## src/rtl/tlc_phase_ctrl_pkg.sv

```systemverilog
// Shared types and lamp codes for the N-phase traffic-light sequencer.
package tlc_pkg;

  typedef enum logic [1:0] {
    ALL_RED = 2'd0,
    GREEN   = 2'd1,
    YELLOW  = 2'd2,
    FLASH   = 2'd3
  } tlc_state_e;

  localparam logic [2:0] LAMP_GREEN  = 3'b001;
  localparam logic [2:0] LAMP_YELLOW = 3'b010;
  localparam logic [2:0] LAMP_RED    = 3'b100;
  localparam logic [2:0] LAMP_DARK   = 3'b000;

endpackage

```

## src/rtl/tlc_phase_ctrl_if.sv

```systemverilog
// Control/lamp bundle between the tick prescaler, the sequencer and the lamp driver.
interface tlc_phase_ctrl_if #(
  parameter int NUM_PHASES = 4,
  parameter int CNT_W      = 8
);
  localparam int PH_W = $clog2(NUM_PHASES);

  logic                        tick;
  logic [NUM_PHASES*CNT_W-1:0] green_time;
  logic [CNT_W-1:0]            yellow_time;
  logic [NUM_PHASES-1:0]       demand;
  logic                        flash;
  logic [3*NUM_PHASES-1:0]     lights;
  logic [PH_W-1:0]             phase;
  logic [1:0]                  state;

  modport master (output tick, green_time, yellow_time, demand, flash,
                  input  lights, phase, state);
  modport slave  (input  tick, green_time, yellow_time, demand, flash,
                  output lights, phase, state);
endinterface

```

## src/rtl/tlc_interval_timer.sv

```systemverilog
// Interval down-counter: loads D-1 on state entry, expires on the tick seen at zero.
module tlc_interval_timer #(
  parameter int               CNT_W   = 8,
  parameter logic [CNT_W-1:0] RST_VAL = '0
) (
  input  logic             clk,
  input  logic             rst,
  input  logic             load,
  input  logic [CNT_W-1:0] load_val,  // duration D, already clamped to >= 1
  input  logic             tick,
  output logic [CNT_W-1:0] count,
  output logic             expire
);
  logic [CNT_W-1:0] r_count;

  // load has priority so a state entry always restarts the interval
  always_ff @(posedge clk or posedge rst) begin
    if (rst)                           r_count <= RST_VAL;
    else if (load)                     r_count <= load_val - CNT_W'(1);
    else if (tick && r_count != '0)    r_count <= r_count - CNT_W'(1);
  end

  assign count  = r_count;
  assign expire = tick && (r_count == '0);
endmodule

```

## src/rtl/tlc_phase_ctrl.sv

```systemverilog
// N-phase traffic-light sequencer: GREEN -> YELLOW -> ALL_RED per served phase,
// round-robin demand skipping, Moore lamp decode.
// Optional maintenance flash mode enabled by defining TLC_FLASH_EN.
module tlc_phase_ctrl
  import tlc_pkg::*;
#(
  parameter int NUM_PHASES   = 4,
  parameter int CNT_W        = 8,
  parameter int ALL_RED_TIME = 1
) (
  input logic            clk,
  input logic            rst,
  tlc_phase_ctrl_if.slave bus
);
  localparam int               PH_W    = $clog2(NUM_PHASES);
  localparam logic [CNT_W-1:0] AR_D    = (ALL_RED_TIME == 0) ? CNT_W'(1) : CNT_W'(ALL_RED_TIME);
  localparam logic [PH_W-1:0]  LAST_PH = PH_W'(NUM_PHASES - 1);

  function automatic logic [CNT_W-1:0] clamp_d(input logic [CNT_W-1:0] d);
    return (d == '0) ? CNT_W'(1) : d;
  endfunction

  tlc_state_e                        r_state, w_nxt_state;
  logic [PH_W-1:0]                   r_phase, w_nxt_phase, w_rr_phase;
  logic                              w_load, w_expire, w_flash;
  logic [CNT_W-1:0]                  w_load_val, w_cnt_unused;
  logic [NUM_PHASES-1:0][CNT_W-1:0]  w_green;
  logic [NUM_PHASES-1:0][2:0]        w_lights;

  assign w_green = bus.green_time;

`ifdef TLC_FLASH_EN
  logic r_blink;
  assign w_flash = bus.flash;

  // blink phase restarts lit on flash entry, then toggles on every tick
  always_ff @(posedge clk or posedge rst) begin
    if (rst)                    r_blink <= 1'b0;
    else if (r_state != FLASH)  r_blink <= 1'b0;
    else if (bus.tick)          r_blink <= ~r_blink;
  end
`else
  logic w_flash_unused;
  assign w_flash_unused = bus.flash;
  assign w_flash        = 1'b0;
`endif

  tlc_interval_timer #(
    .CNT_W   (CNT_W),
    .RST_VAL (AR_D - CNT_W'(1))
  ) u_timer (
    .clk      (clk),
    .rst      (rst),
    .load     (w_load),
    .load_val (w_load_val),
    .tick     (bus.tick),
    .count    (w_cnt_unused),
    .expire   (w_expire)
  );

  // round-robin: first demanding phase after r_phase, r_phase itself last
  always_comb begin
    w_rr_phase = PH_W'((int'(r_phase) + 1) % NUM_PHASES);
    for (int k = NUM_PHASES; k >= 1; k--) begin
      if (bus.demand[PH_W'((int'(r_phase) + k) % NUM_PHASES)])
        w_rr_phase = PH_W'((int'(r_phase) + k) % NUM_PHASES);
    end
  end

  // state and served-phase registers
  always_ff @(posedge clk or posedge rst) begin
    if (rst) begin
      r_state <= ALL_RED;
      r_phase <= LAST_PH;
    end else begin
      r_state <= w_nxt_state;
      r_phase <= w_nxt_phase;
    end
  end

  // next state: flash overrides everything, otherwise advance on timer expiry
  always_comb begin
    w_nxt_state = r_state;
    w_nxt_phase = r_phase;
    w_load      = 1'b0;
    w_load_val  = AR_D;
    if (r_state == FLASH) begin
      if (!w_flash) begin
        w_nxt_state = ALL_RED;
        w_nxt_phase = LAST_PH;
        w_load      = 1'b1;
      end
    end else if (w_flash) begin
      w_nxt_state = FLASH;
    end else if (w_expire) begin
      w_load = 1'b1;
      case (r_state)
        GREEN: begin
          w_nxt_state = YELLOW;
          w_load_val  = clamp_d(bus.yellow_time);
        end
        YELLOW: begin
          w_nxt_state = ALL_RED;
          w_load_val  = AR_D;
        end
        default: begin
          w_nxt_state = GREEN;
          w_nxt_phase = w_rr_phase;
          w_load_val  = clamp_d(w_green[w_rr_phase]);
        end
      endcase
    end
  end

  // Moore lamp decode; unreachable codes fall back to all-red
  always_comb begin
    w_lights = {NUM_PHASES{LAMP_RED}};
    case (r_state)
      GREEN:   w_lights[r_phase] = LAMP_GREEN;
      YELLOW:  w_lights[r_phase] = LAMP_YELLOW;
`ifdef TLC_FLASH_EN
      FLASH:   w_lights = {NUM_PHASES{r_blink ? LAMP_DARK : LAMP_YELLOW}};
`endif
      default: ;
    endcase
  end

  assign bus.lights = w_lights;
  assign bus.phase  = r_phase;
  assign bus.state  = r_state;
endmodule

```

## src/flat_wrapper.sv

```systemverilog
// flat-port wrapper written by rule: the top's interface ports become plain ports
module tlc_phase_ctrl_flat import tlc_pkg::*;
#(
  parameter int NUM_PHASES   = 4,
  parameter int CNT_W        = 8,
  parameter int ALL_RED_TIME = 1
)
  (clk, rst, bus_tick, bus_green_time, bus_yellow_time, bus_demand, bus_flash, bus_lights, bus_phase, bus_state);
  tlc_phase_ctrl_if #(.NUM_PHASES(NUM_PHASES), .CNT_W(CNT_W)) bus_i ();
  input logic clk;
  input logic rst;
  input wire logic [$bits(bus_i.tick)-1:0] bus_tick;
  input wire logic [$bits(bus_i.green_time)-1:0] bus_green_time;
  input wire logic [$bits(bus_i.yellow_time)-1:0] bus_yellow_time;
  input wire logic [$bits(bus_i.demand)-1:0] bus_demand;
  input wire logic [$bits(bus_i.flash)-1:0] bus_flash;
  output wire logic [$bits(bus_i.lights)-1:0] bus_lights;
  output wire logic [$bits(bus_i.phase)-1:0] bus_phase;
  output wire logic [$bits(bus_i.state)-1:0] bus_state;
  assign bus_i.tick = bus_tick;
  assign bus_i.green_time = bus_green_time;
  assign bus_i.yellow_time = bus_yellow_time;
  assign bus_i.demand = bus_demand;
  assign bus_i.flash = bus_flash;
  assign bus_lights = bus_i.lights;
  assign bus_phase = bus_i.phase;
  assign bus_state = bus_i.state;
  tlc_phase_ctrl #(.NUM_PHASES(NUM_PHASES), .CNT_W(CNT_W), .ALL_RED_TIME(ALL_RED_TIME)) u_core (.clk(clk), .rst(rst), .bus(bus_i));
endmodule
```

## config.mk

```make
export PLATFORM = sky130hd
export DESIGN_NAME = tlc_phase_ctrl_flat
export DESIGN_NICKNAME = d
export VERILOG_FILES = /design/src/rtl/tlc_phase_ctrl_pkg.sv /design/src/rtl/tlc_phase_ctrl_if.sv /design/src/rtl/tlc_interval_timer.sv /design/src/rtl/tlc_phase_ctrl.sv /design/src/flat_wrapper.sv
export SDC_FILE = /design/constraint.sdc
export NUM_CORES = 1
export LEC_CHECK = 0
export ABC_CLOCK_PERIOD_IN_PS = 3800
export CORE_MARGIN = 2
export CORE_UTILIZATION = 30
export DETAILED_ROUTE_END_ITERATION = 10
export PLACE_DENSITY = 0.62
export SYNTH_ARGS = -nofsm -noshare
export SYNTH_HDL_FRONTEND = slang
export SYNTH_HIERARCHICAL = 1
export SYNTH_SLANG_ARGS = --single-unit
```

## constraint.sdc

```tcl
create_clock -name clk -period 3.8 [get_ports clk]
set_input_delay 0.76 -clock clk [delete_from_list [all_inputs] [get_ports clk]]
set_output_delay 0.76 -clock clk [all_outputs]
set_load 0.01 [all_outputs]
```

==> run summary <==
final hold vios = 0
critical path, cell by cell = clkdlybuf4s50_1 -> inv_1 -> nor4_1 -> buf_4 -> nor2b_1 -> nand2_1 -> o31a_1 -> mux2i_1 -> ha_2 -> or4bb_1 -> a21oi_1 -> o41ai_1 -> a32o_1
pre-CTS setup slack = -0.329 ns
DRC viols = 0
Die Width = 80.3 um
Comb pwr share = 77.3%
status = finished clean
Switch Pwr = 734 uW
Die H = 80.3 um
Sequential Power Share = 14.0%
cell leakage power = 1.27 nW
CP Data Arrival Time = 3.79 ns
crit path capture type = flip-flop
Int Power = 951 uW
num rows = 27
sw frac = 43.6%
most common cell after layout, fill and taps aside = clkdlybuf4s50_1
critical path's top delay family = simple AND/OR/NAND/NOR gates
Clock Tree Root = clkbuf_8
htree depth = 1
most frequent cells in the layout = clkdlybuf4s50_1, buf_4, nand2_1, inv_1, a21oi_1
critical path class = in -> reg
sequential element share of the synthesized area = 17.4%
Pwr per Cell Area = 581 nW/um^2
Crit-path slowest cell = clkdlybuf4s50_1
fin. max-slew vios = 0
Async SR Flop Fraction = 100%
Post-Synthesis Cells = 207
Req. time, crit path = 3.94 ns
maximum VDD drop = 0.246 mV
worst hold path class = reg -> reg
GRT Resource Usage Total = 17.3%
slowest stage delay, CP = 0.47 ns
largest cells by area after synthesis = dfrtp_1, mux2i_1, ha_1
max-cap violations = 0
Primary FF master, synth = dfrtp_1
syn_area_per_cell = 8.43 um^2
clock share of power = 8.7%
cell type with the highest aggregate area in the netlist = dfrtp_1
Tot Pwr = 1.69 mW
post-route setup slack = 0.155 ns
Buffers on Ports = 62
Layout area overhead = 66.4%
Top Ports = 64
crit path max fanout = 6
Inserted Clock Buffers = 3
initial antenna violation count = 0
share of layout cells above drive strength 1 = 27.4%
fin crit period = 3.65 ns
routed vias = 1984
Max Freq = 0.274 GHz
antenna fix cells = 0
Final Cycle Share = 95.9%
largest net degree at the start of global routing = 21
#FFs+latches synth = 12
Bufs and invs on worst path = 3
clock-pin slew on the worst setup and hold paths = 0.06 ns
die area = 6440 um^2
first-pass GRT wire length = 8890 um
Detailed Route WL = 5660 um
Routed WL per cell = 14.7 um
core footprint = 5570 um^2
drt via density = 5.14
Iteration-0 DRC Markers = 62
Final setup viols = 0
Clock Tree Buf Depth = 2
GRT overflow = 0
Startpoint Class = input pin
HPWL after DPL = 4490 um
Routed Antenna Nets = 0
Max-slew headroom = 67.7%
# fillers = 516
Nets = 372
Initial Utilization = 31.3%
EDFF count, synth = 0
syn nets = 264
TritonCTS clock tree = done
First-pass DRT Iterations = 4
Worst-Margin Slew = 0.484 ns
synthesized cell area = 1740 um^2
clk_lat worst skew = 0.25 ns
Post-Route Skew = 0.000738 ns
Ys Warns = 6
Netlist cell types = 62
vias in the first global route = 1860
clock sinks = 12
Final GP Congestion = 0.819
FF-to-FF setup slack = 0.15 ns
top-area cell type share of the netlist area = 14.3%
[worst min-delay path: stages, from the launching register on]
cell,delay [ns]
dfrtp_1,0.38
nand2_1,0.06
o22ai_1,0.06
[per-stage QoR]
step           util (%)  setup TNS [ns]  instance area [um^2]  hold WS, ns  cells
2_1_floorplan         -               0                  1770        0.489    207
3_3_place_gp       49.2          -0.849                  2740        0.525    376
3_5_place_dp       49.2           -1.01                  2740        0.520    376
4_1_cts            50.7               0                  2830        0.535    381
5_1_grt            52.1         -0.0312                  2900        0.555    386
6_report           52.1               0                  2900        0.538    386
[worst paths after layout]
check | from | cells after the start | end
min in group asynchronous | rst | 2 | u_core/bus.state[1]$_DFFE_PP0P_
worst min-delay path | u_core/u_timer/count[7]$_DFFE_PP0P_ | 2 | u_core/u_timer/count[7]$_DFFE_PP0P_
worst max register to register | u_core/bus.phase[1]$_DFFE_PP1P_ | 15 | u_core/u_timer/count[4]$_DFFE_PP0P_
worst min register to register | u_core/u_timer/count[7]$_DFFE_PP0P_ | 2 | u_core/u_timer/count[7]$_DFFE_PP0P_
worst max-delay path | bus_tick | 13 | u_core/u_timer/count[4]$_DFFE_PP0P_
max in group asynchronous | rst | 2 | u_core/u_timer/count[5]$_DFFE_PP0P_
[layer usage]
layer | vias up | track usage [%] | share of wire [%]
met1 | 921 | 23.6 | 48
met5 | - | 0 | 0
li1 | 1016 | - | -
met4 | 0 | 4.58 | 0.97
met3 | 5 | 1.69 | 4.0
met2 | 42 | 29.1 | 47
[kinds of logic (layout without fill, tap and decap cells)]
kind of cell	Yosys count	after routing	share of synthesized area [%]
AOI/OAI and AO/OA	71	71	33.8
and+or+nand+nor	69	69	23.0
buffers and inverters	24	131	6.67
muxes	15	15	9.18
DFF	12	12	17.4
adders and majority gates	9	9	6.46
xor gates and xnor gates	7	7	3.52
[synth_stat cells (4+ instances only)]
cell type / number
xor2_1: 4
or4_1: 4
and2_1: 5
inv_1: 12
and3_1: 4
a21oi_1: 11
a221oi_1: 8
nor2b_1: 4
dfrtp_1: 10
o21ai_0: 10
nand2_1: 16
nor3_1: 5
mux2i_1: 13
a41o_1: 6
clkbuf_1: 4
nor2_1: 10
nand3_1: 4
ha_1: 9
nor4_1: 6
[state kept, by name (all words and copies together) (netlist names)]
signal / count
u_core/u_timer/count: 8
u_core/bus.phase: 2
u_core/bus.state: 2
[repair_timing]
| item | in CTS | in global routing |
|---|---|---|
| gates resized for setup | 5 | 10 |
| gates cloned | 0 | 0 |
| setup endpoints to repair | 2 | 3 |
| hold buffers | 0 | 0 |
| buffers inserted | 1 | 5 |
| pin swaps | 1 | 5 |
[area by class of cell]
class | instances | area (um^2) | share of cell area, %
multi-input combinational | 171 | 1390 | 47.8
tap | 72 | 90.1 | 3.10
inverter | 14 | 52.6 | 1.81
sequential | 12 | 303 | 10.4
clock buffer | 4 | 55.1 | 1.90
timing repair buffer | 113 | 1010 | 34.9
[power by group through the flow]
stage                     Sequential [mW]  Combinational (mW)  Clock (mW)
after floorplan                     0.246               0.729           0
after global placement              0.235                1.20           0
after detailed placement            0.238                1.21           0
after CTS                           0.236                1.24       0.148
after global routing                0.244                1.41       0.156
final                               0.237                1.30       0.147
Note: power is estimated with default switching activity, not from simulation.
